`src/rtl/ring_cpt_n.sv`:
```
// Self-correcting ring/Johnson shift counter with up/down, parallel load,
// a wrap pulse and one-edge recovery from illegal states.
module ring_cpt_n #(
  parameter int WIDTH = 4,
  parameter int IDXW  = $clog2(2*WIDTH)
) (
  input  logic             clk,
  input  logic             reset,
  input  logic             activate,
  input  logic             mode,
  input  logic             dir,
  input  logic             load,
  input  logic [WIDTH-1:0] load_val,
  output logic [WIDTH-1:0] cpt,
  output logic [IDXW-1:0]  idx,
  output logic             wrap,
  output logic             illegal
);

  localparam logic [WIDTH-1:0] ONE = {{(WIDTH-1){1'b0}}, 1'b1};
  localparam logic [WIDTH-1:0] TOP = {1'b1, {(WIDTH-1){1'b0}}};

  logic [WIDTH-1:0] cpt_q, cpt_d;
  logic             wrap_q, wrap_d;
  logic             illegal_q, illegal_d;
  logic [WIDTH-1:0] home;
  logic [WIDTH-1:0] stepVal;
  logic             legal;
  logic             atEnd;

  // Johnson states have at most one boundary between adjacent differing bits
  assign legal = mode ? $onehot0(cpt_q[WIDTH-2:0] ^ cpt_q[WIDTH-1:1])
                      : $onehot(cpt_q);
  assign home  = mode ? '0 : ONE;
  assign atEnd = dir ? (cpt_q == ONE) : (cpt_q == TOP);

  always_comb begin
    stepVal = cpt_q;
    case ({mode, dir})
      2'b00: stepVal = {cpt_q[WIDTH-2:0], cpt_q[WIDTH-1]};
      2'b01: stepVal = {cpt_q[0], cpt_q[WIDTH-1:1]};
      2'b10: stepVal = {cpt_q[WIDTH-2:0], ~cpt_q[WIDTH-1]};
      2'b11: stepVal = {~cpt_q[0], cpt_q[WIDTH-1:1]};
      default: stepVal = cpt_q;
    endcase
  end

  // Load beats correction so that an illegal value can be observed for a cycle
  always_comb begin
    cpt_d     = cpt_q;
    wrap_d    = 1'b0;
    illegal_d = 1'b0;
    if (load) begin
      cpt_d = load_val;
    end else if (!legal) begin
      cpt_d     = home;
      illegal_d = 1'b1;
    end else if (activate) begin
      cpt_d  = stepVal;
      wrap_d = atEnd;
    end
  end

  always_ff @(posedge clk) begin
    if (reset) begin
      cpt_q     <= home;
      wrap_q    <= 1'b0;
      illegal_q <= 1'b0;
    end else begin
      cpt_q     <= cpt_d;
      wrap_q    <= wrap_d;
      illegal_q <= illegal_d;
    end
  end

  logic [IDXW-1:0] ringIdx;
  int              popCnt;
  int              johnIdx;

  // Johnson index: filling phase counts ones, draining phase counts down from 2W
  always_comb begin
    ringIdx = '0;
    for (int i = 0; i < WIDTH; i++) begin
      if (cpt_q[i]) ringIdx = IDXW'(i);
    end
    popCnt  = $countones(cpt_q);
    johnIdx = cpt_q[0] ? popCnt : (2*WIDTH - popCnt) % (2*WIDTH);
    if (!legal)     idx = '0;
    else if (mode)  idx = IDXW'(johnIdx);
    else            idx = ringIdx;
  end

  assign cpt     = cpt_q;
  assign wrap    = wrap_q;
  assign illegal = illegal_q;

endmodule

```
`config.mk`:
```
export PLATFORM = sky130hd
export DESIGN_NAME = ring_cpt_n
export DESIGN_NICKNAME = d
export VERILOG_FILES = /design/src/rtl/ring_cpt_n.sv
export SDC_FILE = /design/constraint.sdc
export NUM_CORES = 1
export LEC_CHECK = 0
export CAP_MARGIN = 10
export CORE_MARGIN = 2
export CORE_UTILIZATION = 38
export CTS_CLUSTER_SIZE = 14
export DETAILED_ROUTE_END_ITERATION = 10
export PLACE_DENSITY = 0.7
export SYNTH_ARGS = -nofsm -noshare
export SYNTH_HDL_FRONTEND = slang
export SYNTH_SLANG_ARGS = --single-unit
```
`constraint.sdc`:
```
create_clock -name clk -period 4.1 [get_ports clk]
set_clock_uncertainty 0.15 [all_clocks]
set_input_delay 1.025 -clock clk [delete_from_list [all_inputs] [get_ports clk]]
set_output_delay 1.025 -clock clk [all_outputs]
set_load 0.05 [all_outputs]
```
======== Yosys cells after proc, flatten, opt, wreduce, memory -nomap -nowiden ========
Index checks and enable logic that the tools add are counted.
storage, ports and cells
  register bits ........................... 6
  input bits .............................. 10
  output and inout bits ................... 9
  word-level logic and storage cells ...... 43
operators by class
  add/sub/neg operators ................... 9
  magnitude comparators ................... 1
  equality and inequality tests ........... 7
  muxes and demuxes ....................... 15
  bitwise operators ....................... 5
  reductions and logical operators ........ 3
operators by type and width
  kind                                                                   count
  4-bit 2-to-1 mux                                                       4
  4-bit one-hot mux with 4 select lines                                  1
  3-bit 2-to-1 mux                                                       5
  1-bit by 1-bit adder with 2-bit output                                 5
  2-bit by 2-bit adder with 3-bit output                                 2
  1-bit 2-to-1 mux                                                       5
  4-bit by 3-bit subtractor with 5-bit output, first input constant      1
  2-bit == test, second input constant                                   2
  4-bit by 1-bit == test with 1-bit output, second input constant        1
  4-bit == test, second input constant                                   1
  4-bit != test, second input constant                                   1
  1-bit inverter                                                         4
  4-bit OR reduction                                                     1
  3-bit by 1-bit == test with 1-bit output, second input constant        1
  3-bit bitwise XOR                                                      1
  2-bit by 1-bit adder with 2-bit output                                 1
  2-bit by 1-bit == test with 1-bit output, second input constant        1
  2-bit by 1-bit <= comparator with 1-bit output, second input constant  1
  2-bit zero test                                                        1
  2-bit OR reduction                                                     1

======== Depth between registers and ports, before layout ========
Gate-level depths: netlist of run 1.
  word-level depth ........................ 8
  depth in mapped cells ................... 12
  mapped depth without buffers ............ 11

======== Worst setup path before layout of run 1 ========
No wires, ideal clock.
  kind .................................... reg2out
  start ................................... register cpt_q[0], in the netlist cpt[0]
  end ..................................... output port idx[0]
  arrival ................................. 3.633 ns
  required time ........................... 2.925 ns
  setup slack ............................. -0.708 ns
  cell stages (with the launch flop) ...... 12
  buffers on the path ..................... 1
  cell sequence ........................... edfxtp_1 > clkbuf_1 > inv_1 > fa_1 > inv_1 > ha_1 > ha_1 > inv_1 > ha_1 > nor3b_2 > a21oi_2 > a211oi_1
between the ends
  cells in the longest elaborated chain, start to end .. 6
  elaborated cells on any way between the ends .. 14
  classes of those cells .................. 7 x add/sub; 1 x order compare; 1 x eq/ne; 4 x mux; 1 x bitwise
RTL lines
  element                                                                                                                 RTL line    text
  from (decl)                                                                                                             23          logic [WIDTH-1:0] cpt_q, cpt_d;
  from (signal assigned)                                                                                                  66          cpt_q <= home;
  from (signal assigned)                                                                                                  70          cpt_q <= cpt_d;
  1-bit by 1-bit adder with 2-bit output (not written as such) or 3-bit bitwise XOR (tied branches)                       33, 86, 32
  2-bit by 2-bit adder with 3-bit output (not written as such) or 1-bit by 1-bit adder with 2-bit output (tied branches)  33, 86, 32
  4-bit by 3-bit subtractor with 5-bit output or 2-bit by 1-bit adder with 2-bit output (tied branches)                   87, 32
  3-bit 2-to-1 mux or 2-bit by 1-bit <= comparator with 1-bit output (tied branches)                                      87, 32
  3-bit 2-to-1 mux or 1-bit 2-to-1 mux (tied branches)                                                                    89, 32
  3-bit 2-to-1 mux *                                                                                                      88          if (!legal) idx = '0;
  to (decl)                                                                                                               15          output logic [IDXW-1:0] idx,
Every way passes the cells marked *; elsewhere a longest branch is shown, timed or not.

======== Final worst setup path of run 1 ========
  start ................................... register cpt_q[3], in the netlist cpt[3]
  end ..................................... output port idx[1]
between the ends
  cells in the longest elaborated chain, start to end .. 6
  elaborated cells on any way between the ends .. 14
  classes of those cells .................. 6 x add/sub; 1 x order compare; 1 x eq/ne; 5 x mux; 1 x bitwise
RTL lines
  element                                                       RTL line  text
  1-bit by 1-bit adder with 2-bit output (not written as such)  33, 86
  2-bit by 2-bit adder with 3-bit output (not written as such)  33, 86
  4-bit by 3-bit subtractor with 5-bit output                   87        johnIdx = cpt_q[0] ? popCnt : (2*WIDTH - popCnt) % (2*WIDTH);
  3-bit 2-to-1 mux                                              87
  3-bit 2-to-1 mux                                              89        else if (mode) idx = IDXW'(johnIdx);
  3-bit 2-to-1 mux *                                            88
Marked as above.

==> impl_results.md, run 1 <==
- Count of state elements after synthesis: 6
- Data required, critical path: 2.92 ns
- Async SR Flop Fraction: 0%
- Area grow syn2layout: 46.1%
- CTS tree: done
- Total vias in the final route: around 540
- # resized after CTS: 0
- Inserted Clock Buffers: 3
- Synth cell types: 30
- CP arrival: around 2.7 ns
- Share of layout cells above drive strength 1: between 20 and 25%
- Endpoints failing hold: 0
- First-pass GRT wire length: 2030 um
- Max-Cap Viols: 0
- Post-synth EDFFs: 4
- Global Route met1 Usage: 16.9%
- Mapped Cells: 68
- Syn Nets: between 80 and 90
- GR peak layer: met2
- Syn avg cell area: 8.87 um2
- Ports: 19
- Synthesized area: between 600 and 700 um2
- Vias in the first global route: 496
- RSZ-0062 raised after global routing: no
- PwrDens: a little under 500 mW/mm2
- R2R Setup Slk: 0.90 ns
- Crit Path Class: reg -> out
- Met3 Use GR: 7.50%
- GPL Wtd Cong: 0.723
- R2R Path Start: cpt[3]
- Type of origin of the critical path: register
- Worst min-delay path category: reg -> reg
- Grt ovf: 0
- Minimum clock period: roughly 3.9 ns
- F_max: 257 MHz
- Clock Root Buffer: clkbuf_4
- CP endpoint kind: output pin
- DIE AREA: 0.00192 mm2
- Dpl ws: ~0.35 ns
- Core region area: 0.00149 mm2
- Final-layout fill cell count: 136
- DRT Wirelength: 1280 um
- Worst Tran Pin Value: just over 0.5 ns
- Setup violations, final: 0
- Top post-synthesis cells by area: edfxtp_1, ha_1, dfxtp_1
- VDD IR max: 0.000242 V
- Reg clk slew, reported paths: about 0.04 ns
- Layout net count: 112
- Final Worst Setup Slack: 0.206 ns
- Die Span X: 43.8 um
- Die height: 43.8 um
- Clk_lat worst skew: between 0.2 and 0.25 ns
- CP max FO: 5
- Power, Total: 0.429 mW
- Final Max Slew Viols: 0
- Register area share after synthesis: 26.6%
- Rows: 14
- # port buffers: 18
- Synth top area share: roughly a fifth
- Starting density of the core: 40.5%
- Antenna diodes: 0
- Clock sink total: 6
- Hpwl dp: 1100 um
- Hold Crit Start: cpt[1]
- Cells on worst reg2reg path: 12
- GRT Total Usage: ~14%
- YS warnings: 0
- CTS max path bufs: 2
- Cell taking the most area after synthesis: edfxtp_1
- Reg2reg end: cpt[2]
- Remaining antenna violation count: 0
- Leakage: 0.391 nW
- Rel. slew slack: between 60% and 70%
- Synth top cells by count: ha_1, inv_1, a21oi_1, nor2_1, edfxtp_1
- Dominant synthesized flop cell: edfxtp_1
- Final core occ: between 50 and 60%
- WL/cell: 12.0 um
- Via density: 5.07
- Number of H-tree levels: 1
- Worst setup startpoint: cpt[3]
- Initial DRC count: 7
- DRC Markers: 0
- Initial antenna violation count: 0
- M2 GR Usage: 24.1%
- End point of the critical path: idx[1]
- DRT Pass-1 Iters: 3
- Period utilization: 95.0%
- Run status: completed
- Largest net degree at the start of global routing: 11
-- area by class of cell --
type                            count  area (um2)  area share, %
Tap cell                           16        20.0           2.27
Inverter                            8        30.0           3.41
Clock buffer                        3        22.5           2.56
Multi-Input combinational cell     50         405           46.0
Sequential cell                     6         160           18.2
Timing Repair Buffer               24         243           27.6
-- metal layers --
metal	routed length, um	share of wire [%]	up-vias
li1	-	-	280
met1	569	44	250
met2	653	51	13
met3	59	4.6	0
met4	0	0	0
met5	0	0	-
-- state kept, by name (all words and copies together) (netlist names) --
register / cells
cpt: 4
illegal: 1
wrap: 1
-- worst min path at each step --
stage	to	slack, ns	cells after the start
final	wrap	0.44	3
after CTS	wrap	0.57	3
after global placement	wrap	0.52	3
after detailed placement	wrap	0.56	3
after floorplan	wrap	0.80	2
after global routing	wrap	0.48	3
-- placed cells by master (no fill, tap or decap), drive strengths merged --
cell type / instances
clkdlybuf4s50: 15
buf: 9
inv: 8
ha: 8
a21oi: 6
nor2: 5
edfxtp: 4
mux2i: 3
o21ai: 3
or3: 3
nand2: 3
clkbuf: 3
xnor2: 2
nor3: 2
dfxtp: 2
nor3b: 2
and3: 2
or2b: 1
and2b: 1
o2bb2ai: 1
a22oi: 1
mux2: 1
a211oi: 1
or2: 1
xor2: 1
nand3: 1
nand3b: 1
fa: 1
-- power by group --
part           total [mW]  internal [mW]  switching (mW)  leakage [nW]
Clock              0.0514         0.0329          0.0185        0.0138
Combinational       0.297          0.132           0.164         0.315
Sequential         0.0808         0.0748         0.00605        0.0614
Total               0.429          0.240           0.189         0.391
-- metrics by stage --
step | std cells | hold WS (ns) | TNS (ns) | cell area (um2)
final | 107 | 0.440 | 0 | 881
after global routing | 107 | 0.480 | 0 | 881
after CTS | 104 | 0.570 | 0 | 858
after detailed placement | 101 | 0.560 | 0 | 836
after global placement | 101 | 0.521 | 0 | 836
after floorplan | 68 | 0.795 | -0.0510 | 618
-- critical path, cell delays in order, from the launching register on --
cell and delay, ns:
edfxtp_1 0.41, inv_1 0.11, fa_1 0.49, inv_1 0.04, ha_1 0.18, ha_1 0.29, inv_1 0.06, ha_1 0.26
mux2_2 0.25, a21oi_1 0.17, nor2_2 0.04, buf_4 0.19
-- what timing repair did --
action,4_1_cts,5_1_grt
buffers inserted,0,3
endpoints found under the hold margin,0,0
endpoints found under the setup margin,0,1
hold buffers,0,0
-- kinds of logic (layout without fill, tap and decap cells) --
family	after synthesis	after routing	synth area share, %
flip-flops	6	6	26.6
adder cells (fa/ha/maj)	9	9	19.9
XOR/XNOR	3	3	4.36
AO/OA/AOI/OAI	12	12	12.0
multiplexers	4	4	6.85
buffers and inverters	12	35	8.71
AND/OR/NAND/NOR	22	22	21.6
Note: power is estimated with default switching activity, not from simulation.
==> run 2, diff against run 1 <==
clock period = 4.45 ns   (was 4.1 ns; I/O delays follow)
==> impl_results.md, run 2 (synthesis gave the netlist of run 1 again) <==
- Final core occ: a little under three fifths
- CP top delay family: adder cells
- Clock sink total: 6
- Endpoints failing hold: 0
- Post-CTS setup buffers: 0
- Dpl cell area: 811 um2
- Core region area: 0.00149 mm2
- Cell total after placement: 99
- DRT Wirelength: 1250 um
- DRT Pass-1 Iters: 2
- CP endpoint kind: output pin
- Commonest cells after routing, fill and taps aside: clkdlybuf4s50_1, inv_1, ha_1
- VDD IR max: 0.000265 V
- Leakage: approximately 0.37 nW
- Largest register FFs: 4
- WP buf/inv: 4
- Commonest non-fill, non-tap cell in the layout: clkdlybuf4s50_1
- DRC Markers: 0
- Hold Crit Start: cpt[1]
- Rows: 14
- Share of layout cells above drive strength 1: 16.3%
- CP peak stage delay: about 0.49 ns
- Power, Total: between 0.3 and 0.4 mW
- RSZ-0062 raised after global routing: no
- Total vias in the final route: 530
- Setup violations, final: 0
- Type of origin of the critical path: register
- Via density: 5.20
- Die height: 43.8 um
- Initial DRC count: 4
- Number of H-tree levels: 1
- R2R Path Start: cpt[3]
- # resized after CTS: 0
- Data required, critical path: roughly 3.2 ns
- Endpoint, Worst Hold: wrap
- Worst min-delay path category: reg -> reg
- Reg clk slew, reported paths: roughly 0.05 ns
- PwrDens: 454 mW/mm2
- Cells on worst reg2reg path: 11
- Non-Filler Instances: 102
- Setup TNS: 0 ns
- Hold depth: 3
- GRT Total Usage: 15.8%
- Post-route cell area: 833 um2
- Crit path cell chain: inv_1, fa_1, inv_1, ha_1, ha_1, inv_1, ha_1, mux2_2, a21oi_1, nor2_1, buf_12
- CP arrival: 2.79 ns
- Hpwl dp: 1040 um
- Clock Root Buffer: clkbuf_4
- Layout net count: roughly 110
- Max-Cap Viols: 0
- Final Max Slew Viols: 0
- Remaining antenna violation count: 0
- Run status: completed
- Clk_lat worst skew: 0.24 ns
- Crit Path Class: reg -> out
- CTS hold repair buffers: 0
- Worst Tran Pin Value: 0.501 ns
- Reg2reg end: cpt[2]
- Vias in the first global route: roughly 530
- First-pass GRT wire length: 2270 um
- WL/cell: 12.2 um
- Area grow syn2layout: 38.2%
- # port buffers: 18
- Antenna diodes: 0
- Minimum clock period: 4.05 ns
- Rel. slew slack: 66.5%
- DIE AREA: 0.00192 mm2
- CTS tree: done
- GPL Wtd Cong: 0.818
- Die Span X: roughly 44 um
- Starting density of the core: 40.5%
- Initial antenna violation count: 0
- CP max-delay cell: fa_1
- CP max FO: 6
- Period utilization: 91.0%
- Largest net degree at the start of global routing: 11
- F_max: roughly 250 MHz
- Inserted Clock Buffers: 3
- CTS max path bufs: 2
- Grt ovf: 0
- R2R Setup Slk: 1.33 ns
- Ports: 19
[run 2: cell type report]
class	instances	area, um2
Multi-Input combinational cell	50	395
Clock buffer	3	22.5
Timing Repair Buffer	19	205
Sequential cell	6	160
Tap cell	16	20.0
Fill cell	149	656
Inverter	8	30.0
[run 2: worst min-delay path, stage by stage (launching register included)]
cell,delay [ns]
edfxtp_1,0.44
inv_1,0.13
nand3_1,0.09
nor3_1,0.04
[run 2: per-stage QoR]
step,worst slack (ns),hold WS (ns)
floorplan,0.0315,0.795
global placement,0.612,0.566
detailed placement,0.600,0.593
CTS,0.368,0.600
global route,0.241,0.631
finish,0.400,0.598
[run 2: worst max path at each step]
stage	startpoint	to	slack (ns)	depth (start not counted)
floorplan	cpt[0]	idx[0]	0.03	11
global placement	mode	idx[0]	0.61	5
detailed placement	mode	idx[0]	0.60	5
CTS	cpt[3]	idx[1]	0.37	11
global route	cpt[3]	idx[1]	0.24	11
finish	cpt[3]	idx[1]	0.40	11
[run 2: per-layer routing]
metal	vias up	global-route usage, %	wire (um)
met5	-	0	0
met1	247	21.8	611
li1	271	-	-
met4	0	5.45	17
met2	10	24.1	578
met3	2	3.75	38
[run 2: power by group]
part / internal [mW] / switching, mW / leakage, nW / total, mW
logic: 0.110 / 0.141 / 0.290 / 0.250
clock network: 0.0306 / 0.0206 / 0.0138 / 0.0512
registers: 0.0689 / 0.00799 / 0.0614 / 0.0769
==> run 3, diff against run 2 <==
CAP_MARGIN = 25   (was 10)
CTS_CLUSTER_DIAMETER = 40   (was unset)
TNS_END_PERCENT = 10   (was unset)
==> results of run 3 <==
Same layout as run 2: the final DEF is identical, and so are final timing and power.
